`config.mk`:
```
export PLATFORM = sky130hd
export DESIGN_NAME = servo_scan_sequencer
export DESIGN_NICKNAME = d
export VERILOG_FILES = /design/src/rtl/servo_scan_sequencer.sv
export SDC_FILE = /design/constraint.sdc
export NUM_CORES = 1
export LEC_CHECK = 0
export BUFFER_PORTS_ARGS = -buffer_cell sky130_fd_sc_hd__buf_4
export CORE_MARGIN = 4
export CORE_UTILIZATION = 60
export CTS_CLUSTER_SIZE = 40
export DETAILED_ROUTE_END_ITERATION = 7
export GPL_ROUTABILITY_DRIVEN = 0
export HOLD_SLACK_MARGIN = 0.08
export MAX_ROUTING_LAYER = met4
export PLACE_DENSITY_LB_ADDON = 0.25
export SLEW_MARGIN = 20
export SYNTH_ARGS = -nofsm -noshare
export SYNTH_HDL_FRONTEND = slang
export SYNTH_SLANG_ARGS = --single-unit
```
`constraint.sdc`:
```
create_clock -name PCLK -period 7.65 [get_ports PCLK]
set_clock_uncertainty 0.15 [all_clocks]
set_input_delay 0.765 -clock PCLK [delete_from_list [all_inputs] [get_ports PCLK]]
set_output_delay 0.765 -clock PCLK [all_outputs]
set_load 0.005 [all_outputs]
```
`src/rtl/servo_scan_sequencer.sv`:
```
// APB-programmable two-axis servo raster scanner: steps X (fast) then Y across a
// window, holding each point for a settle frame plus DWELL frames of the PWM period.
module servo_scan_sequencer #(
    parameter int unsigned PWM_PERIOD = 2000000,
    parameter int unsigned PW_MIN     = 100000,
    parameter int unsigned PW_MAX     = 200000,
    parameter int unsigned PW_NEUTRAL = 150000
) (
    input  logic        PCLK,
    input  logic        PRESERN,
    input  logic        PSEL,
    input  logic        PENABLE,
    input  logic        PWRITE,
    input  logic [31:0] PADDR,
    input  logic [31:0] PWDATA,
    output logic [31:0] PRDATA,
    output logic        PREADY,
    output logic        PSLVERR,
    input  logic [1:0]  stop_x,
    input  logic [1:0]  stop_y,
    output logic [31:0] x_pw,
    output logic [31:0] y_pw,
    output logic        x_pw_load,
    output logic        y_pw_load,
    output logic        busy,
    output logic        done_pulse
);

    typedef enum logic [2:0] {
        IDLE   = 3'd0,
        SETTLE = 3'd1,
        DWELL  = 3'd2,
        DONE   = 3'd3,
        FAULT  = 3'd4
    } state_t;

    localparam int CW = (PWM_PERIOD > 1) ? $clog2(PWM_PERIOD) : 1;
    localparam logic [CW-1:0] FRAME_LAST = CW'(PWM_PERIOD - 1);
    localparam logic [31:0]   PW_MIN_L   = 32'(PW_MIN);
    localparam logic [31:0]   PW_MAX_L   = 32'(PW_MAX);
    localparam logic [31:0]   PW_NEUT_L  = 32'(PW_NEUTRAL);

    state_t        state_q, state_d;
    logic [CW-1:0] frame_q, frame_d;
    logic [31:0]   xPw_q, xPw_d, yPw_q, yPw_d;
    logic          xLoad_q, xLoad_d, yLoad_q, yLoad_d;
    logic          done_q, done_d, fault_q, fault_d;
    logic [7:0]    dwellCnt_q, dwellCnt_d;

    logic [31:0] xStart_q, xEnd_q, yStart_q, yEnd_q, step_q;
    logic [7:0]  dwell_q;
    logic [31:0] prdata_q, rdMux;

    logic [12:0] addr;
    logic        wrEn, rdEn, ctrlWr, startReq, abortReq;
    logic        busyNow, limitHit, frameTick, startBad;
    logic [32:0] xSum, ySum;
    logic        unused_addr;

    function automatic logic [31:0] clampPw(input logic [31:0] v);
        if (v < PW_MIN_L)      return PW_MIN_L;
        else if (v > PW_MAX_L) return PW_MAX_L;
        else                   return v;
    endfunction

    assign addr        = PADDR[12:0];
    assign unused_addr = ^PADDR[31:13];
    assign wrEn        = PSEL & PWRITE & PENABLE;
    assign rdEn        = PSEL & ~PWRITE;
    assign ctrlWr      = wrEn && (addr == 13'h200);
    assign startReq    = ctrlWr & PWDATA[0];
    assign abortReq    = ctrlWr & PWDATA[1];
    assign busyNow     = (state_q == SETTLE) || (state_q == DWELL);
    assign limitHit    = ~&{stop_x, stop_y};
    assign frameTick   = (frame_q == FRAME_LAST);
    assign startBad    = (step_q == 32'd0) || (xStart_q > xEnd_q) || (yStart_q > yEnd_q);
    // 33-bit sums so a wrap past 2^32 compares as exceeding the end point
    assign xSum        = {1'b0, xPw_q} + {1'b0, step_q};
    assign ySum        = {1'b0, yPw_q} + {1'b0, step_q};

    always_comb begin
        state_d    = state_q;
        frame_d    = frameTick ? '0 : frame_q + 1'b1;
        xPw_d      = xPw_q;
        yPw_d      = yPw_q;
        xLoad_d    = 1'b0;
        yLoad_d    = 1'b0;
        done_d     = 1'b0;
        fault_d    = fault_q;
        dwellCnt_d = dwellCnt_q;
        if (busyNow && limitHit) begin
            state_d = FAULT;
            xPw_d   = PW_NEUT_L;
            yPw_d   = PW_NEUT_L;
            xLoad_d = 1'b1;
            yLoad_d = 1'b1;
            done_d  = 1'b1;
            fault_d = 1'b1;
        end else if (busyNow && abortReq) begin
            state_d = IDLE;
            xPw_d   = PW_NEUT_L;
            yPw_d   = PW_NEUT_L;
            xLoad_d = 1'b1;
            yLoad_d = 1'b1;
        end else if (!busyNow && startReq) begin
            if (startBad) begin
                state_d = FAULT;
                done_d  = 1'b1;
                fault_d = 1'b1;
            end else begin
                state_d = SETTLE;
                xPw_d   = xStart_q;
                yPw_d   = yStart_q;
                xLoad_d = 1'b1;
                yLoad_d = 1'b1;
                fault_d = 1'b0;
            end
        end else if (frameTick) begin
            case (state_q)
                SETTLE: begin
                    dwellCnt_d = (dwell_q == 8'd0) ? 8'd1 : dwell_q;
                    state_d    = DWELL;
                end
                DWELL: begin
                    if (dwellCnt_q == 8'd1) begin
                        state_d = SETTLE;
                        if (xSum <= {1'b0, xEnd_q}) begin
                            xPw_d   = xSum[31:0];
                            xLoad_d = 1'b1;
                        end else if (ySum <= {1'b0, yEnd_q}) begin
                            xPw_d   = xStart_q;
                            yPw_d   = ySum[31:0];
                            xLoad_d = 1'b1;
                            yLoad_d = 1'b1;
                        end else begin
                            state_d = DONE;
                            xPw_d   = PW_NEUT_L;
                            yPw_d   = PW_NEUT_L;
                            xLoad_d = 1'b1;
                            yLoad_d = 1'b1;
                            done_d  = 1'b1;
                        end
                    end else begin
                        dwellCnt_d = dwellCnt_q - 8'd1;
                    end
                end
                default: ;
            endcase
        end
    end

    always_ff @(posedge PCLK) begin
        if (!PRESERN) begin
            state_q    <= IDLE;
            frame_q    <= '0;
            xPw_q      <= PW_NEUT_L;
            yPw_q      <= PW_NEUT_L;
            xLoad_q    <= 1'b0;
            yLoad_q    <= 1'b0;
            done_q     <= 1'b0;
            fault_q    <= 1'b0;
            dwellCnt_q <= 8'd0;
        end else begin
            state_q    <= state_d;
            frame_q    <= frame_d;
            xPw_q      <= xPw_d;
            yPw_q      <= yPw_d;
            xLoad_q    <= xLoad_d;
            yLoad_q    <= yLoad_d;
            done_q     <= done_d;
            fault_q    <= fault_d;
            dwellCnt_q <= dwellCnt_d;
        end
    end

    always_comb begin
        rdMux = 32'hFFFF_FFFF;
        case (addr)
            13'h200: rdMux = 32'd0;
            13'h204: rdMux = xStart_q;
            13'h208: rdMux = xEnd_q;
            13'h20C: rdMux = yStart_q;
            13'h210: rdMux = yEnd_q;
            13'h214: rdMux = step_q;
            13'h218: rdMux = {24'd0, dwell_q};
            13'h21C: rdMux = {27'd0, fault_q, busyNow, state_q};
            13'h220: rdMux = xPw_q;
            13'h224: rdMux = yPw_q;
            default: ;
        endcase
    end

    // Scan window is frozen while a scan runs so the raster cannot tear mid-pass
    always_ff @(posedge PCLK) begin
        if (!PRESERN) begin
            xStart_q <= PW_NEUT_L;
            xEnd_q   <= PW_NEUT_L;
            yStart_q <= PW_NEUT_L;
            yEnd_q   <= PW_NEUT_L;
            step_q   <= 32'd0;
            dwell_q  <= 8'd1;
            prdata_q <= 32'hFFFF_FFFF;
        end else begin
            if (wrEn && !busyNow) begin
                case (addr)
                    13'h204: xStart_q <= clampPw(PWDATA);
                    13'h208: xEnd_q   <= clampPw(PWDATA);
                    13'h20C: yStart_q <= clampPw(PWDATA);
                    13'h210: yEnd_q   <= clampPw(PWDATA);
                    13'h214: step_q   <= PWDATA;
                    13'h218: dwell_q  <= PWDATA[7:0];
                    default: ;
                endcase
            end
            if (rdEn) prdata_q <= rdMux;
        end
    end

    assign PRDATA     = prdata_q;
    assign PREADY     = 1'b1;
    assign PSLVERR    = 1'b0;
    assign x_pw       = xPw_q;
    assign y_pw       = yPw_q;
    assign x_pw_load  = xLoad_q;
    assign y_pw_load  = yLoad_q;
    assign busy       = busyNow;
    assign done_pulse = done_q;

endmodule

```
# Word level (Yosys, flattened, before mapping)
# Cells that the tools add are included.
[totals] reg_bits=300 inputBits=73 output_inout_bits=102
[classes] addsub=4 magnitude_cmp=6 eq_ne=20 mux=55 n_bitwise=10 reduce_logical=35
[ops] op="32-bit two-way mux" n=16
[ops] op="32-bit one-hot mux with 10 select lines" n=1
[ops] op="13-bit by 10-bit == test with 1-bit output (second input constant)" n=10
[ops] op="32-bit by 32-bit adder with 33-bit output" n=2
[ops] op="33-bit by 32-bit <= comparator with 1-bit output" n=2
[ops] op="32-bit > comparator" n=2
[ops] op="32-bit by 18-bit > comparator with 1-bit output (second input constant)" n=1
[ops] op="32-bit logical NOT" n=1
[ops] op="32-bit by 17-bit < comparator with 1-bit output (second input constant)" n=1
[ops] op="1-bit two-way mux" n=26
[ops] op="21-bit by 1-bit adder with 21-bit output (second input constant)" n=1
[ops] op="21-bit == test (second input constant)" n=1
[ops] op="3-bit two-way mux" n=6
[ops] op="8-bit two-way mux" n=2
[ops] op="8-bit one-hot mux with 2 select lines" n=1
[ops] op="2-bit AND reduction" n=7
[ops] op="2-bit nonzero test" n=5
[ops] op="8-bit by 1-bit == test with 1-bit output (second input constant)" n=1
[ops] op="8-bit logical NOT" n=1
[ops] op="2-bit != test (second input constant)" n=4
[ops] op="4-bit AND reduction" n=2
[ops] op="8-bit by 1-bit subtractor with 8-bit output (second input constant)" n=1
[ops] op="3-bit one-hot mux with 2 select lines" n=1
[ops] op="3-bit AND reduction" n=2
[ops] op="other kinds (17)" n=33

# Depth between registers and ports, before layout
# Gate-level depths: netlist (run 1).
[logic_depth] depth_word=10 depth_mapped=23 depth_no_buf=20

# Worst setup path after synthesis (run 1)
# No wires, ideal clock.
[synth_path] path_type="reg2reg" from="register step_q[0]" to="register yPw_q[23], in the netlist y_pw[23]" setup_ns=0.074 t_arrival_ns=4.524 slack_ns=2.901 path_stages_with_launch=23 path_buffers=2 cell_sequence="dfxtp_1 > ha_1 > inv_1 > fa_1 > nor2b_1 > o31ai_1 > a311o_1 > a211oi_1 > nor2_1 > o21ai_0 > xnor2_1 > ha_1 > a21o_1 > a21oi_1 > o221ai_1 > nor3_1 > a21oi_1 > or2_2 > buf_2 > nor2_2 > buf_2 > o311ai_0 > a31oi_1"
[synth_via] elab_chain_cells=8 word_cells_on_any_way=16
[synth_rtl] element="start: declaration" line="50" rtl="logic [31:0] xStart_q, xEnd_q, yStart_q, yEnd_q, step_q;"
[synth_rtl] element="start signal: assignment" line="200" rtl="step_q <= 32'd0;"
[synth_rtl] element="start signal: assignment" line="210" rtl="13'h214: step_q <= PWDATA;"
[synth_rtl] element="32-bit by 32-bit adder with 33-bit output" line="79" rtl="assign ySum = {1'b0, yPw_q} + {1'b0, step_q};"
[synth_rtl] element="33-bit by 32-bit <= comparator with 1-bit output" line="130" rtl="end else if (ySum <= {1'b0, yEnd_q}) begin"
[synth_rtl] element="32-bit two-way mux" line="130"
[synth_rtl] element="32-bit two-way mux" line="127" rtl="if (xSum <= {1'b0, xEnd_q}) begin"
[synth_rtl] element="32-bit two-way mux" line="125" rtl="if (dwellCnt_q == 8'd1) begin"
[synth_rtl] element="32-bit two-way mux" line="119" rtl="case (state_q)"
[synth_rtl] element="32-bit two-way mux" line="118" rtl="end else if (frameTick) begin"
[synth_rtl] element="32-bit two-way mux" line="105" rtl="end else if (!busyNow && startReq) begin"
[synth_rtl] element="end signal: assignment" line="167" rtl="yPw_q <= yPw_d;"
[synth_rtl] element="end: declaration" line="45" rtl="logic [31:0] xPw_q, xPw_d, yPw_q, yPw_d;"
# Parallel ways exist; a longest one is shown, timed or not. The select of a mux whose other input is x is not followed.
# A chain may end at the register's enable or synchronous reset.

# Worst setup path in the final report (run 1)
[layout_path] from="register step_q[0]" to="register yPw_q[19], in the netlist y_pw[19]"
# The elaborated chain is that of the path after synthesis.

==> run summary, run 1 <==
TritonCTS created 31 clock buffers. The path type of the worst setup path is reg2reg. Once layout is done, the placed cells without fillers occupy 21700 sq um.

Of the synthesized area, sequential elements account for 31.3%. In the routed layout, each cell is associated on average with a via count of 6.90. The antenna violation net count after detailed routing is 0. The number of distinct standard cells referenced by the synthesized netlist is 81. The min-delay analysis places its worst path in the category in2reg. The final route contains 19.9k vias. Clock tree synthesis found a total of 300 sinks.

The worst setup path is captured at a flop. The core region area is 31600 sq um, and the number of buffers added to fix hold violations after cts is 0. The worst register-to-register path begins at step_q[0].

The worst path needs 6.21 ns of the cycle, external delays included. The instance area after placement came out at 20600 sq um. Of the cells placed in the final design, the portion with a size suffix greater than 1 is 12.0%. The final-report hold violation count is 0. The actual slew at the worst max-slew pin came out at 1.12 ns. The number of global-route vias before repair was 18.8k. For the max-slew violation total from the final report, the log shows 0.

Grouping stages by cell kind, the critical path spends the most delay in compound AO/OA/AOI/OAI gates. In this run the tool buffered the top-level ports with 153 buffer cells. For this design the static power due to leakage is 9.60 nW. The clock latency on the worst-skew pair is 0.58 ns, and the achievable clock frequency is 161 MHz.

The element type at the critical path start was a flop. Dividing total power by cell area gives a power density of 150 nW/um^2. Number of gates resized after CTS: 0. The peak supply drop is 0.166 mV.

The number of antenna diodes in the final layout is 0. The CTS root buffer is clkbuf_16. Summed over all failing endpoints, the final setup total negative slack is 0 ns. Of the available clock period, the critical path in the final layout requires 81.2%. dfxtp_1 is the most common cell in the netlist. For the full die area, the log shows 34900 sq um.

Combined buffer and inverter count along the critical path: 2. The worst hold path passes through 3 cells. The tool flagged a number of max-cap violations equal to 0. In the post-synthesis netlist, the biggest area contributors are dfxtp_1, ha_1, nand2_1. Wires add up to 67900 um. The maximum number of buffers from clock root to sink is 3, and the y dimension of the die is 187 um.

The estimated wirelength of the detail-placed design is 51100 um, and the portion of synthesized cell area occupied by the leading cell type is 31.3%. The number of nets handed over by synthesis was 2627. The instance count of the mapped netlist is 2357.

The width of the die is 187 um. The number of levels in the clock H-tree is 1, and the maximum fanout along the worst path is 10. Biggest area consumer among synthesized cells: dfxtp_1. The commonest cells after synthesis are dfxtp_1, nand2_1, ha_1. Setup violations remaining at the end of the flow were counted as 0. In this run, synthesis inferred 0 flip-flops with an integrated enable. A synthesized cell averages 8.14 sq um. In the routed design, unresolved DRC markers number 0. Post-synthesis cell area: 19200 sq um.

The critical path goes through ha_1 -> inv_1 -> fa_1 -> nor2b_1 -> o31ai_1 -> a311o_1 -> a211oi_1 -> nor2_1 -> o21ai_0 -> xnor2_1 -> ha_1 -> a21o_1 -> a21oi_1 -> o221ai_1 -> nor3_1 -> a21oi_1 -> or2_2 -> nor2_2 -> buf_4 -> a221oi_2 -> nor3_1. For this run, the slowest stage of the critical path takes 0.60 ns. The worst hold path terminates at step_q[26]. After clock tree synthesis, the setup repair step added 0 buffers. The required time of the critical path is 7.98 ns. After the first detailed-routing iteration, the DRC count stood at 2299. After the last flow step, the layout net total stands at 2720. For this run, the number of Yosys warnings is 0. After clock tree synthesis, the clock-pin slew on the worst setup and hold paths is 0.07 ns.

In this run the count of I/O pins placed on the die edge is 175. The startpoint of the lowest-slack hold path was PWDATA[26]. The initial antenna violation count is 0.

The run gives 65 as the total number of placement rows. Among all stages on the critical path, the largest delay is contributed by a211oi_1. The tools report the length of the first detailed-routing pass in iterations as 8. The share of synthesized registers carrying an async set or reset was 0%; the worst-case reg-to-reg path depth was 21. The most used flip-flop cell after synthesis is dfxtp_1. Global routing used 37.8% of the available tracks across all layers.

The end of the worst register-to-register path is y_pw[19]. The run finished with clean final reports. From synthesis to final layout, the design area changed by 13.1%.

After synthesis the netlist holds a flip-flop and latch count of 300. The leftover overflow at the end of global routing was 0; the wire length per cell was 23.6 um. Setup repair after global routing left no endpoint under its margin. The first-pass GRT wire length was 103000 um; the tightest hold margin was 0.322 ns.

The critical path data arrival time was 6.55 ns; the pin count of the biggest net entering global routing was 122. TritonCTS built the clock tree. In this run the tightest slew margin relative to its limit is 25.4%. The effective utilization at floorplan is 60.8%. For flop-to-flop paths, the worst setup slack is 1.44 ns.
-- cell type report --
class,instances,area [sq um]
Multi-Input combinational cell,1829,12300
Sequential cell,300,6010
Tap cell,402,503
Fill cell,2604,9850
Clock buffer,42,887
Inverter,100,375
Timing Repair Buffer,188,1420
Clock inverter,14,188
-- logic make-up (layout without fill, tap and decap cells) --
| group | after synthesis | after routing | share of synthesized area (%) |
|---|---|---|---|
| adder cells (fa/ha/maj) | 197 | 197 | 12.9 |
| buffers and inverters | 228 | 344 | 4.81 |
| AO/OA/AOI/OAI | 709 | 709 | 25.8 |
| multiplexers | 11 | 11 | 0.574 |
| XOR/XNOR | 69 | 69 | 3.15 |
| other | 2 | 2 | 0.0391 |
| flip-flops | 300 | 300 | 31.3 |
| AND/OR/NAND/NOR | 841 | 841 | 21.4 |
-- worst min-delay path, delay by kind of cell --
kind | cells | cell delay [ns]
AND/OR/NAND/NOR | 1 | 0.04
buffers and inverters | 1 | 0.11
AO/OA/AOI/OAI | 1 | 0.06
-- how the worst max path moves through the flow --
| stage | from | endpoint | depth (start not counted) |
|---|---|---|---|
| CTS | step_q[0] | y_pw[19] | 21 |
| finish | step_q[0] | y_pw[19] | 21 |
| global placement | step_q[0] | y_pw[31] | 21 |
| floorplan | step_q[0] | y_pw[23] | 22 |
| detailed placement | step_q[0] | y_pw[29] | 21 |
| global route | step_q[1] | y_pw[26] | 20 |
-- power by group --
part / switching, mW / internal (mW)
logic: 0.0502 / 0.0293
registers: 0.00137 / 1.56
clock network: 0.668 / 0.945
-- registers in the layout (all words and copies together) (netlist names), 21 cells and up --
| signal | count |
|---|---|
| PRDATA | 32 |
| step_q | 32 |
| xEnd_q | 32 |
| xStart_q | 32 |
| x_pw | 32 |
| yEnd_q | 32 |
| yStart_q | 32 |
| y_pw | 32 |
| frame_q | 21 |
-- layer usage --
layer  routed length (um)  global-route usage [%]  vias to the layer above
met2                30100                    59.6                     1285
met5                    0                       -                        -
met4                 6900                    29.2                        0
met3                 6270                    5.02                      404
met1                24600                    43.8                     9211
li1                     -                       -                     8951
-- stage by stage --
step	std cells	power [mW]	utilization [%]	worst slack (ns)
2_1_floorplan	2357	1.63	-	2.90
3_3_place_gp	2819	1.67	65.3	1.72
3_5_place_dp	2819	1.68	65.3	1.68
4_1_cts	2875	3.25	68.7	1.63
5_1_grt	2875	3.32	68.8	1.13
6_report	2875	3.26	68.8	1.44
-- layout by cell type, fill, tap and decap left out, types with 70 or more instances in the layout --
cell type / count
dfxtp_1: 300
nand2_1: 262
ha_1: 195
buf_4: 187
a21oi_1: 158
nor2_1: 146
o21ai_0: 117
inv_1: 100
a22oi_1: 93
and3_1: 79
nand3_1: 73
nand4_1: 70
(Power assumes the default switching activity.)
==> run 2: changes to the inputs <==
--- a/config.mk
+++ b/config.mk
@@ -5,9 +5,10 @@
 export SDC_FILE = /design/constraint.sdc
 export NUM_CORES = 1
 export LEC_CHECK = 0
+export ABC_AREA = 1
 export BUFFER_PORTS_ARGS = -buffer_cell sky130_fd_sc_hd__buf_4
 export CORE_MARGIN = 4
-export CORE_UTILIZATION = 60
+export CORE_UTILIZATION = 55
 export CTS_CLUSTER_SIZE = 40
 export DETAILED_ROUTE_END_ITERATION = 7
 export GPL_ROUTABILITY_DRIVEN = 0
==> constraint.sdc (replaced) <==
create_clock -name PCLK -period 5.4 [get_ports PCLK]
set_clock_uncertainty 0.15 [all_clocks]
set_input_delay 0.54 -clock PCLK [delete_from_list [all_inputs] [get_ports PCLK]]
set_output_delay 0.54 -clock PCLK [all_outputs]
set_load 0.005 [all_outputs]
==> run 2 against run 1 <==
  * Sequential power rose by 42%
  * Final cell count rose by 22%
  * Largest power group unchanged
  * Area after synthesis rose by 4.9%
  * Count of clock-buffer cells in the layout rose by 1
  * Cell area rose by 5.4%
  * Critical path depth rose by 10
  * Critical endpoint is now x_pw[27]
  * Power rose by 49%
  * Maximum frequency rose by 23%
  * Clock power rose by 54%
==> run summary, run 2 <==
The run finished with clean final reports. The run gives 197 MHz (+23%) as the achievable clock frequency. The worst hold path depth came out at 3 (unchanged). The worst-case reg-to-reg path depth is 31 (+48%). The largest stage delay on the critical path was 0.50 ns (-0.10 ns). The period utilization came out at 93.8% (+13 points).

Worst slew margin relative to its limit: 24.6% (-0.80 points). Max-slew violation total from the final report: 0 (unchanged). The count of flip-flops with a built-in enable after synthesis is 0 (unchanged). For the full die area, the log shows 39700 sq um (+14%).

The run gives 113000 um (+9.5%) as the first-pass GRT wire length. The tools report the final total negative setup slack as 0 ns (unchanged). In this run the critical register-to-register path is captured at x_pw[27]. The total power per unit cell area is 212 nW/um^2 (+42%). The number of levels in the clock H-tree is 2 (+1), and the final count of negative-setup-slack endpoints is 0 (unchanged). The clock transition at the register clock pins on the worst setup and hold paths after CTS is 0.07 ns (about the same). The critical path data arrival time is 5.35 ns (-1.20 ns). The clock latency on the worst-skew pair was 0.52 ns (-0.06 ns).

The logs give 0.277 mV (+67%) for the peak supply drop and 1 (+1) for the initial antenna violation count. The flip-flop and latch count after synthesis was 300 (unchanged); the total number of clock tree sinks was 300 (unchanged). The clock period minus worst slack was 5.07 ns (-1.15 ns); the total number of vias was 22.2k (+12%). The total power after layout was 4.86 mW (+49%).

STA classifies the critical path endpoint as a flop. For the core region area, the log shows 35800 sq um (+14%). The startpoint identified for the worst hold timing path is PWDATA[18].

The share of synthesized registers carrying an async set or reset is 0% (unchanged), and the post-synthesis area per instance is 6.93 sq um (-15%). Required time of the critical path: 5.68 ns (-2.30 ns). The sum of routed wire length over all layers is 75000 um (+11%), and the number of global-route vias before repair is 20.6k (+9.4%). The total number of placement rows was 69 (+6.2%). The library cell used most frequently in the layout, excluding fill and tap cells, is nand2_1. The minimum setup slack after placement was 0.359 ns (-1.32 ns).

The run gives 3284 (+21%) as the number of nets in the finished design. In the post-synthesis netlist, the cell with the most instances is nand2_1. Setup repair after global routing left no endpoint under its margin. Yosys attributes the largest share of cell area to dfxtp_1, ha_1, nand2_1. For this run, the leading register cell type out of synthesis is dfxtp_1. The combined global-route utilization of all metal layers was 37.5% (-0.31 points); the effective utilization at floorplan was 56.2% (-4.6 points). The run gives 20100 sq um (+4.9%) as the post-synthesis cell area. The run gives 10.5 nW (+9.3%) as the static power due to leakage. The cell with the largest stage delay on the worst path was dfxtp_1. Area of all placed cells without fillers: 22900 sq um (+5.4%). The sequential area share after synthesis is 29.8% (-1.5 points), and the number of buffers added to fix hold violations after cts is 0 (unchanged). The biggest area consumer among synthesized cells is dfxtp_1. The tools report the estimated wirelength of the detail-placed design as 57900 um (+13%). The tools report the instance area after placement as 21600 sq um (+4.9%). Y dimension of the die: 199 um (+6.7%). In the synthesized netlist, the cells that appear most often are nand2_1, inv_1, a21oi_1. The class of the most critical hold timing path is in2reg. The library cells used most frequently in the layout, excluding fill and tap cells, are nand2_1, inv_1, a21oi_1.

For the number of distinct standard cells referenced by the synthesized netlist, the log shows 63 (-22%). The worst hold path terminates at step_q[18]. The number of remaining DRC errors is 0 (unchanged).

The startpoint identified for the worst register-to-register timing path is step_q[0]. The actual slew at the worst max-slew pin works out to 1.12 ns (+0.00163 ns). The tree is rooted in a clkbuf_16. The length of the first detailed-routing pass in iterations was 6 (-2); the wire length per cell was 21.4 um (-9.2%). The pin count of the biggest net entering global routing was 101 (-17%); the width of the die was 199 um (+6.7%). The run gives 2849 (+24%) as the initial detailed-routing violation count. For the setup slack of the worst register-to-register path, the log shows 0.33 ns (-1.10 ns). The maximum fanout along the worst path is 41 (+31). The count of buffers from port buffering is 153 (unchanged). The tools report the worst path setup slack after routing as 0.334 ns (-1.10 ns). The portion of synthesized cell area occupied by the leading cell type was 29.8% (-1.5 points). The cell that appears most often on the critical path is nand2_1. The worst setup path is launched from a flop.

The logs give 0 (unchanged) for the number of warning messages in the yosys log and 3173 (+21%) for the synthesized netlist net count. The reported max-cap violation count is 0 (unchanged). The via density per instance was 6.35 (-8.0%); the final core area utilization was 63.8% (-5.0 points). The total clock buffers created by CTS was 34 (+9.7%); the ratio of cells with drive above 1 in the final layout was 10.1% (-1.9 points). The critical path is of the reg2reg type. Maximum number of buffers from clock root to sink: 3 (unchanged).

TritonCTS built the clock tree. The antenna violation net count after detailed routing is 0 (unchanged). The instance count of the mapped netlist was 2903 (+23%); the area added between synthesis and finish was 13.6%. The logs give 175 (unchanged) for the number of top-level pins and 0 (unchanged) for the final-report hold violation count. The run gives 0 (unchanged) as the leftover overflow at the end of global routing.
-- run 2: timing repair --
action / in CTS / in global routing
endpoints found under the setup margin: 0 / 67
gates resized for setup: 0 / 7
buffers inserted: 0 / 4
-- run 2: worst max-delay path by stage --
stage | start | end | depth (start not counted)
5_1_grt | step_q[0] | y_pw[29] | 34
3_3_place_gp | step_q[1] | x_pw[4] | 31
6_report | step_q[0] | x_pw[27] | 31
3_5_place_dp | step_q[1] | x_pw[4] | 31
4_1_cts | step_q[1] | x_pw[14] | 31
2_1_floorplan | x_pw[0] | y_pw[25] | 31
-- run 2: kinds of logic (layout without fill, tap and decap cells) --
family	count (synthesis)	after routing	share of synthesized area, %
and+or+nand+nor	1069	1069	23.0
AOI/OAI and AO/OA	813	813	23.2
buffers and inverters	466	600	9.21
DFF	300	300	29.8
adders and majority gates	197	197	12.3
xor gates and xnor gates	56	56	2.44
other	2	4	0.0373
-- run 2: per-layer routing --
metal	routed length (um)	GRT usage (%)
met5	0	-
met4	7630	28.9
met3	8380	6.59
met2	31200	55.6
met1	27800	45.1
-- run 2: report_power, final --
part | internal (mW) | total [mW] | switching (mW)
Clock | 1.50 | 2.48 | 0.986
Sequential | 2.22 | 2.22 | 0.00403
Combinational | 0.0521 | 0.151 | 0.0988
Total | 3.77 | 4.86 | 1.09
-- run 2: worst max-delay path: cells and delay by family (launching register included) --
| family | cells | cell delay (ns) |
|---|---|---|
| compound gates | 3 | 0.40 |
| flops | 1 | 0.50 |
| simple gates | 20 | 2.40 |
| fa+ha+maj | 3 | 0.96 |
| buf+inv | 5 | 0.56 |
-- run 2: final cells by class --
cell class / count / area, sq um
Timing Repair Buffer: 191 / 1480
Clock inverter: 16 / 223
Antenna cell: 2 / 5.00
Tap cell: 461 / 577
Sequential cell: 300 / 6010
Multi-Input combinational cell: 2137 / 12300
Inverter: 350 / 1310
Clock buffer: 43 / 956
Fill cell: 3185 / 13000
-- run 2: per-stage QoR --
| step | std cells | hold slack (ns) |
|---|---|---|
| floorplan | 2903 | 0.268 |
| global placement | 3435 | 0.276 |
| detailed placement | 3435 | 0.308 |
| CTS | 3494 | 0.107 |
| global route | 3499 | 0.111 |
| finish | 3500 | 0.107 |
